[src/rtl/fir_pkg.sv]
// fir_pkg -- shared constants for the 8-tap FIR filter.
// Contents: tap count, coefficient width and values, output scaling shift,
// rounding constant and accumulator width.
`timescale 1ns/1ps
package fir_pkg;

  localparam int NTAPS       = 8;
  localparam int COEF_W      = 6;
  localparam int COEF_SHIFT  = 7;
  localparam int ROUND_CONST = 64;
  localparam int ACC_W       = 40;

  // Coefficients c[0..7]. The leftmost element of the concatenation is
  // index NTAPS-1. The set is symmetric, and its sum is 128, which gives unity DC gain
  // after the shift by COEF_SHIFT.
  localparam logic [NTAPS-1:0][COEF_W-1:0] COEFS = {
    6'd1, 6'd6, 6'd18, 6'd39, 6'd39, 6'd18, 6'd6, 6'd1
  };

endpackage

[src/rtl/fir_delay_line.sv]
// fir_delay_line -- NTAPS-1 stage sample delay line for the FIR filter.
// Ports:
//   clk    : rising-edge clock
//   rst    : asynchronous active-high reset, clears every stage
//   din_i  : current input sample, x[0]
//   taps_o : previous samples, taps_o[k-1] = x[k] for k = 1..NTAPS-1
`timescale 1ns/1ps
module fir_delay_line
  import fir_pkg::*;
#(
  parameter int DATA_W = 32
) (
  input  logic                            clk,
  input  logic                            rst,
  input  logic [DATA_W-1:0]               din_i,
  output logic [NTAPS-2:0][DATA_W-1:0]    taps_o
);

  logic [NTAPS-2:0][DATA_W-1:0] taps_q;
  logic [NTAPS-2:0][DATA_W-1:0] taps_d;

  // Shift toward higher indices. The oldest sample drops off the top.
  always_comb begin
    taps_d = {taps_q[NTAPS-3:0], din_i};
  end

  always_ff @(posedge clk or posedge rst) begin
    if (rst) begin
      taps_q <= '0;
    end else begin
      taps_q <= taps_d;
    end
  end

  assign taps_o = taps_q;

endmodule

[src/rtl/fir.sv]
// fir -- 8-tap direct-form FIR filter with fixed unsigned coefficients.
// The filter has no handshake. One sample enters on every rising edge, and the result is
// registered, so the latency is one edge.
// Ports:
//   clk      : rising-edge clock
//   Reset    : asynchronous active-high reset, clears the output and history
//   Data_in  : unsigned input sample, DATA_W bits
//   Data_out : unsigned filtered sample, DATA_W bits, registered
// Build option: define FIR_ROUND_EN to round half-up when scaling.
// Without FIR_ROUND_EN, the scaled result is truncated.
`timescale 1ns/1ps
module fir
  import fir_pkg::*;
#(
  parameter int DATA_W = 32
) (
  input  logic              clk,
  input  logic              Reset,
  input  logic [DATA_W-1:0] Data_in,
  output logic [DATA_W-1:0] Data_out
);

  logic [NTAPS-2:0][DATA_W-1:0] taps;
  logic [ACC_W-1:0]             acc;
  logic [DATA_W-1:0]            data_out_d;
  logic [DATA_W-1:0]            data_out_q;

  // Scales the accumulator back to sample range.
  // With a 32-bit input, the accumulator peaks below 2^39. The optional +64 therefore
  // cannot carry out of ACC_W bits.
  function automatic logic [DATA_W-1:0] scale_out(input logic [ACC_W-1:0] a);
    logic [ACC_W-1:0] t;
`ifdef FIR_ROUND_EN
    t = (a + ACC_W'(ROUND_CONST)) >> COEF_SHIFT;
`else
    t = a >> COEF_SHIFT;
`endif
    return DATA_W'(t);
  endfunction

  fir_delay_line #(
    .DATA_W (DATA_W)
  ) u_delay (
    .clk    (clk),
    .rst    (Reset),
    .din_i  (Data_in),
    .taps_o (taps)
  );

  // Multiply-accumulate over the current sample and the delay line
  always_comb begin
    acc = ACC_W'(COEFS[0]) * ACC_W'(Data_in);
    for (int k = 1; k < NTAPS; k++) begin
      acc = acc + ACC_W'(COEFS[k]) * ACC_W'(taps[k-1]);
    end
    data_out_d = scale_out(acc);
  end

  // Output register
  always_ff @(posedge clk or posedge Reset) begin
    if (Reset) begin
      data_out_q <= '0;
    end else begin
      data_out_q <= data_out_d;
    end
  end

  assign Data_out = data_out_q;

endmodule

[config.mk]
export PLATFORM = sky130hd
export DESIGN_NAME = fir
export DESIGN_NICKNAME = d
export VERILOG_FILES = /design/src/rtl/fir_pkg.sv /design/src/rtl/fir_delay_line.sv /design/src/rtl/fir.sv
export SDC_FILE = /design/constraint.sdc
export NUM_CORES = 1
export LEC_CHECK = 0
export ABC_AREA = 1
export BUFFER_PORTS_ARGS = -buffer_cell sky130_fd_sc_hd__buf_4
export CORE_AREA = 2 2 241 243
export DETAILED_ROUTE_END_ITERATION = 8
export DIE_AREA = 0 0 243 245
export HOLD_SLACK_MARGIN = 0.1
export PLACE_DENSITY = 0.68
export SYNTH_ARGS = -nofsm -noshare
export SYNTH_HDL_FRONTEND = slang
export SYNTH_HIERARCHICAL = 1
export SYNTH_SLANG_ARGS = --single-unit
[constraint.sdc]
create_clock -name clk -period 9.3 [get_ports clk]
set_input_delay 2.79 -clock clk [delete_from_list [all_inputs] [get_ports clk]]
set_output_delay 2.79 -clock clk [all_outputs]
set_load 0.05 [all_outputs]
## Word level (Yosys, flattened, before mapping)

Index checks and enable logic that the tools add are counted.

| storage, ports and cells | value |
|---|---|
| logic and storage cells | 21 |
| register bits | 256 |
| output and inout bits | 32 |
| bits of input ports | 34 |

| cells by class | value |
|---|---|
| add/sub/neg operators | 7 |
| multiply operators | 6 |

Operator list:

| operator | number |
|---|---|
| $mul 6x32->38 const A | 2 |
| $mul 4x32->36 const A | 2 |
| $mul 2x32->34 const A | 2 |
| $add 38x38->39 | 1 |
| $add 39x32->39 | 1 |
| $add 39x35->39 | 1 |
| $add 39x37->39 | 1 |
| $add 39x38->39 | 1 |
| $add 36x37->38 | 1 |
| $add 32x35->36 | 1 |

## Depth between registers and ports, before layout

| depth | value |
|---|---|
| word-level depth | 8 |
| gate-level depth with buffers | 35 |
| depth with buffers taken out | 35 |

## Modules after synthesis

The synthesis kept the hierarchy.

Modules (own cells, without submodules):

| module | area an instance (um2) | sequential area each (um2) | cells each | instances |
|---|---|---|---|---|
| fir | 22509.1 | 800.8 | 2983 | 1 |
| fir_delay_line | 5609.1 | 5605.4 | 225 | 1 |

## Worst setup path before layout

No wires, ideal clock.

| timing path | value |
|---|---|
| kind | input -> register |
| start point | in Data_in[12] |
| end point | reg data_out_q[30], in the netlist Data_out[30] |
| buffers on the path | 0 |
| cell stages on the path | 23 |
| arrival | 7215 ps |
| path slack | 1968 ps |
| required time | 9183 ps |
| library setup time | 117 ps |
| path through | inv_1 fa_1 inv_1 fa_1 fa_1 inv_1 fa_1 inv_1 fa_1 inv_1 fa_1 inv_1 ha_1 a21oi_1 nand2_1 inv_1 nand2_1 nand2_1 nand3_2 nand2_1 nand2_1 nand2_1 nand2_1 |

| on the way | value |
|---|---|
| word-level cells in the longest chain between the ends | 7 |

Ends and longest elaborated chain:

| item | RTL line | RTL |
|---|---|---|
| start, declared | fir.sv:19 | `input logic [DATA_W-1:0] Data_in,` |
| $add 32x35->36 | fir.sv:54 | `acc = acc + ACC_W'(COEFS[k]) * ACC_W'(taps[k-1]);` |
| $add 36x37->38 | fir.sv:54 |  |
| $add 38x38->39 | fir.sv:54 |  |
| $add 39x38->39 | fir.sv:54 |  |
| $add 39x37->39 | fir.sv:54 |  |
| $add 39x35->39 | fir.sv:54 |  |
| $add 39x32->39 | fir.sv:54 |  |
| via acc[37] | fir.sv:24 | `logic [ACC_W-1:0] acc;` |
| end signal, assigned | fir.sv:64 | `data_out_q <= data_out_d;` |
| end, declared | fir.sv:26 | `logic [DATA_W-1:0] data_out_q;` |

The timed path passes the listed nets, and every way through them passes these cells.

## Final worst setup path

| timing path | value |
|---|---|
| start point | reg u_delay.taps_q (netlist bit u_delay/taps_o[1]) |
| end point | reg data_out_q[29], in the netlist Data_out[29] |

| on the way | value |
|---|---|
| word-level cells in the longest chain between the ends | 8 |

Ends and longest elaborated chain:

| item | RTL line | RTL |
|---|---|---|
| start, declared | fir_delay_line.sv:19 | `logic [NTAPS-2:0][DATA_W-1:0] taps_q;` |
| start signal, assigned | fir_delay_line.sv:31 | `taps_q <= taps_d;` |
| $mul 2x32->34 | fir.sv:54 |  |
| $add 32x35->36 | fir.sv:54 |  |
| $add 36x37->38 | fir.sv:54 |  |
| $add 38x38->39 | fir.sv:54 |  |
| $add 39x38->39 | fir.sv:54 |  |
| $add 39x37->39 | fir.sv:54 |  |
| $add 39x35->39 | fir.sv:54 |  |
| $add 39x32->39 | fir.sv:54 |  |
| via acc[36] | fir.sv:24 |  |

The timed path passes the listed nets, and every way through them passes these cells.

==> key figures <==
Clocking
  – Post-CTS Hold Fix Bufs: 0
  – Post-CTS Setup Bufs: 0
  – Number of clock sinks: 256
  – Clk buf depth: 3
  – Post-cts sizing count: 0
  – CTS root buf: clkbuf_16
  – CTS H-tree lvls: 2
  – Clk Latency, worst-skew pair: roughly 0.56 ns
  – Worst-path clk slew: 0.06 ns
  – CTS buffer count: 35
  – CTS tree: yes

Final layout
  – Multi-input logic area: 19000 um2
  – Fraction of layout cells with a size suffix above 1: 6.65%
  – Layout Nets: 4035
  – Filler cell count: roughly 5500
  – Layout area overhead: 9.32%
  – Sequential cell area: 6410 um2
  – Design Area, Final: 30700 um2

Global route
  – Met2 Use GR: 49.7%
  – GR Util met3: 5.49%
  – GR Util All Layers: 30.0%
  – Largest net degree at the start of global routing: approximately 110
  – Antenna violations before repair: 5
  – First-pass GRT wire length: 132000 um
  – Gr ovfl total: 0
  – Number of global-route vias before repair: 22951
  – Met1 Use GR: 40.7%
  – Top Usage Layer GRT: met2

Critical path
  – Startpoint Class: flip-flop
  – Critical path data arrival time: 7.94 ns
  – Setup crit end kind: flip-flop
  – WS Path Type: flip-flop to flip-flop
  – Data required time of the critical path: slightly below 10 ns
  – Slowest CP cell: fa_1
  – Crit Path Max Fanout: 5
  – Slowest stage delay, CP: 0.59 ns

Placement
  – RD Place Congestion: 0.957
  – Placed inst area: 29600 um2
  – Port buffer count: 65
  – DP HPWL: 74600 um

Floorplan
  – Chip Width: 243 um
  – Die Y-Extent: 245 um
  – Core footprint: about 57000 um2
  – Die ar.: 59500 um2
  – Std cell rows: 88
  – Starting density of the core: 49.3%
  – IO Count: 66

Routing
  – Post-Route WL: 85800 um
  – Final ANT Viol Nets: 0
  – DRT iter0 DRCs: between 1000 and 1500
  – Drt first pass iters: 5
  – Detailed-route via count: 21270
  – Routed vias/inst: 5.18
  – DR DRC count: 0
  – Per-cell routed wire length: 20.9 um

STA
  – Setup-failing EPs final: 0
  – Worst setup skew after layout: 0.0173 ns
  – Minimum clock period after layout: around 7.5 ns
  – Max-slew headroom: 36.1%
  – RSZ-0062 raised after global routing: no
  – Setup TNS Final: 0 ns
  – Fmax: 133 MHz
  – Slew @ Worst Pin: about 0.96 ns
  – Final Slew Violations: 0
  – Final period utilization: between 80% and 90%
  – Final hold violation count: 0

Yosys
  – Mapped Nets: 3930
  – Ys Warns: 6
  – Gate Count Post-Synth: 3208
  – Compound-Gate Fraction of Synth Area: 7.11%
  – Syn_area_per_cell: 8.77 um2
  – Yosys reg bits: 256
  – Synth Flop Type: dfrtp_1
  – Largest area contributor in the netlist: fa_1
  – Post-synth EDFFs: 0
  – Cell Area, Synth: 28100 um2
  – Ys async rst share: 100%
  – Post-synth top cells: 728 x inv_1, 579 x nand2_1, 387 x fa_1, 301 x ha_1, 256 x dfrtp_1
  – Largest family of logic cells by synthesized area: adder cells
  – Sequential share of the synthesized area: 22.8%
  – Most frequent cell after synthesis: inv_1
  – XOR/XNOR Fraction of Synth Area: 2.87%
  – Synth Area in Adders: 40.9%
  – Post-Synth Simple-Gate Area: 16.5%
  – Synth unique cells: 40
  – Post-synth top area share: 27.6%
  – Largest cells by area after synthesis: fa_1 28%, dfrtp_1 23%, ha_1 13%, inv_1 9.7%, nand2_1 7.7%
  – Mux cell area share after synthesis: 0%

Run
  – Number of max-cap violations: 0

Hold path
  – Hold WC Path Type: flip-flop to flip-flop

Status
  – Status: finished, final reports clean
## critical path: cells and delay by family (launching register included)
family / cells / cell delay, ns
adders and majority gates: 9 / 4.32
and+or+nand+nor: 17 / 2.07
DFF: 1 / 0.50
buffers and inverters: 6 / 0.50
## registers in the layout, indices dropped and copies added, names as in the netlist
name and flops:
Data_out 32, u_delay/taps_o 224
## cell usage in the layout (no fill, tap or decap), types with 8 or more instances in the layout
master / Yosys / final
nand4_1: 27 / 27
nand2_2: 48 / 48
xor2_1: 70 / 70
o21ai_0: 87 / 87
nor3_1: 27 / 27
inv_1: 728 / 727
a21oi_1: 193 / 193
clkinv_2: 0 / 9
dfrtp_1: 256 / 256
a21o_1: 17 / 17
clkbuf_16: 0 / 35
nand3_1: 123 / 123
ha_1: 301 / 301
o21bai_1: 25 / 25
xnor2_1: 22 / 22
nand3b_1: 10 / 10
nor2_1: 227 / 227
nor4_1: 8 / 8
nor2_2: 11 / 11
nand2_1: 579 / 579
o21a_1: 11 / 11
buf_4: 0 / 68
nand3_2: 8 / 8
fa_1: 387 / 387
## routing by layer
layer	vias up	share of wire [%]
li1	10149	-
met1	10561	44
met2	458	47
met3	102	6.1
met4	0	2.9
met5	-	0
## per-stage QoR
stage / hold WS, ns / util [%] / cells / setup slack (ns)
detailed placement: 0.402 / 51.9 / 4041 / 1.34
global placement: 0.399 / 51.9 / 4041 / 1.41
finish: 0.417 / 53.9 / 4103 / 1.80
floorplan: 0.380 / - / 3208 / 0.376
CTS: 0.417 / 53.9 / 4102 / 1.82
global route: 0.428 / 53.9 / 4102 / 1.46
## area by class of cell
cell class,count,area share (%)
Clock inverter,24,0.782
Multi-Input combinational cell,2220,61.7
Antenna cell,1,0.00814
Tap cell,765,3.11
Timing Repair Buffer,68,1.66
Inverter,732,8.96
Sequential cell,256,20.8
Clock buffer,37,2.94
## kinds of logic (layout without fill, tap and decap cells)
| family | after synthesis | count (layout) |
|---|---|---|
| buf+inv | 732 | 861 |
| other cells | 0 | 1 |
| flops | 256 | 256 |
| simple gates | 1082 | 1082 |
| compound gates | 358 | 358 |
| xor+xnor | 92 | 92 |
| fa+ha+maj | 688 | 688 |
## path summary, 6_finish.rpt
kind | startpoint | endpoint | slack, ns | cells past startpoint
max | u_delay/taps_o[1] | Data_out[29] | 1.80 | 32
min | u_delay/taps_o[60] | u_delay/taps_o[92] | 0.42 | 0
max reg2reg | u_delay/taps_o[1] | Data_out[29] | 1.80 | 32
min reg2reg | u_delay/taps_o[60] | u_delay/taps_o[92] | 0.42 | 0
max in group asynchronous | Reset | u_delay/taps_o[1] | 5.42 | 3
min in group asynchronous | Reset | u_delay/taps_o[121] | 2.34 | 2
Power is not shown: default switching activity piles up to over one toggle a cycle in this logic, so the estimate is an artifact.
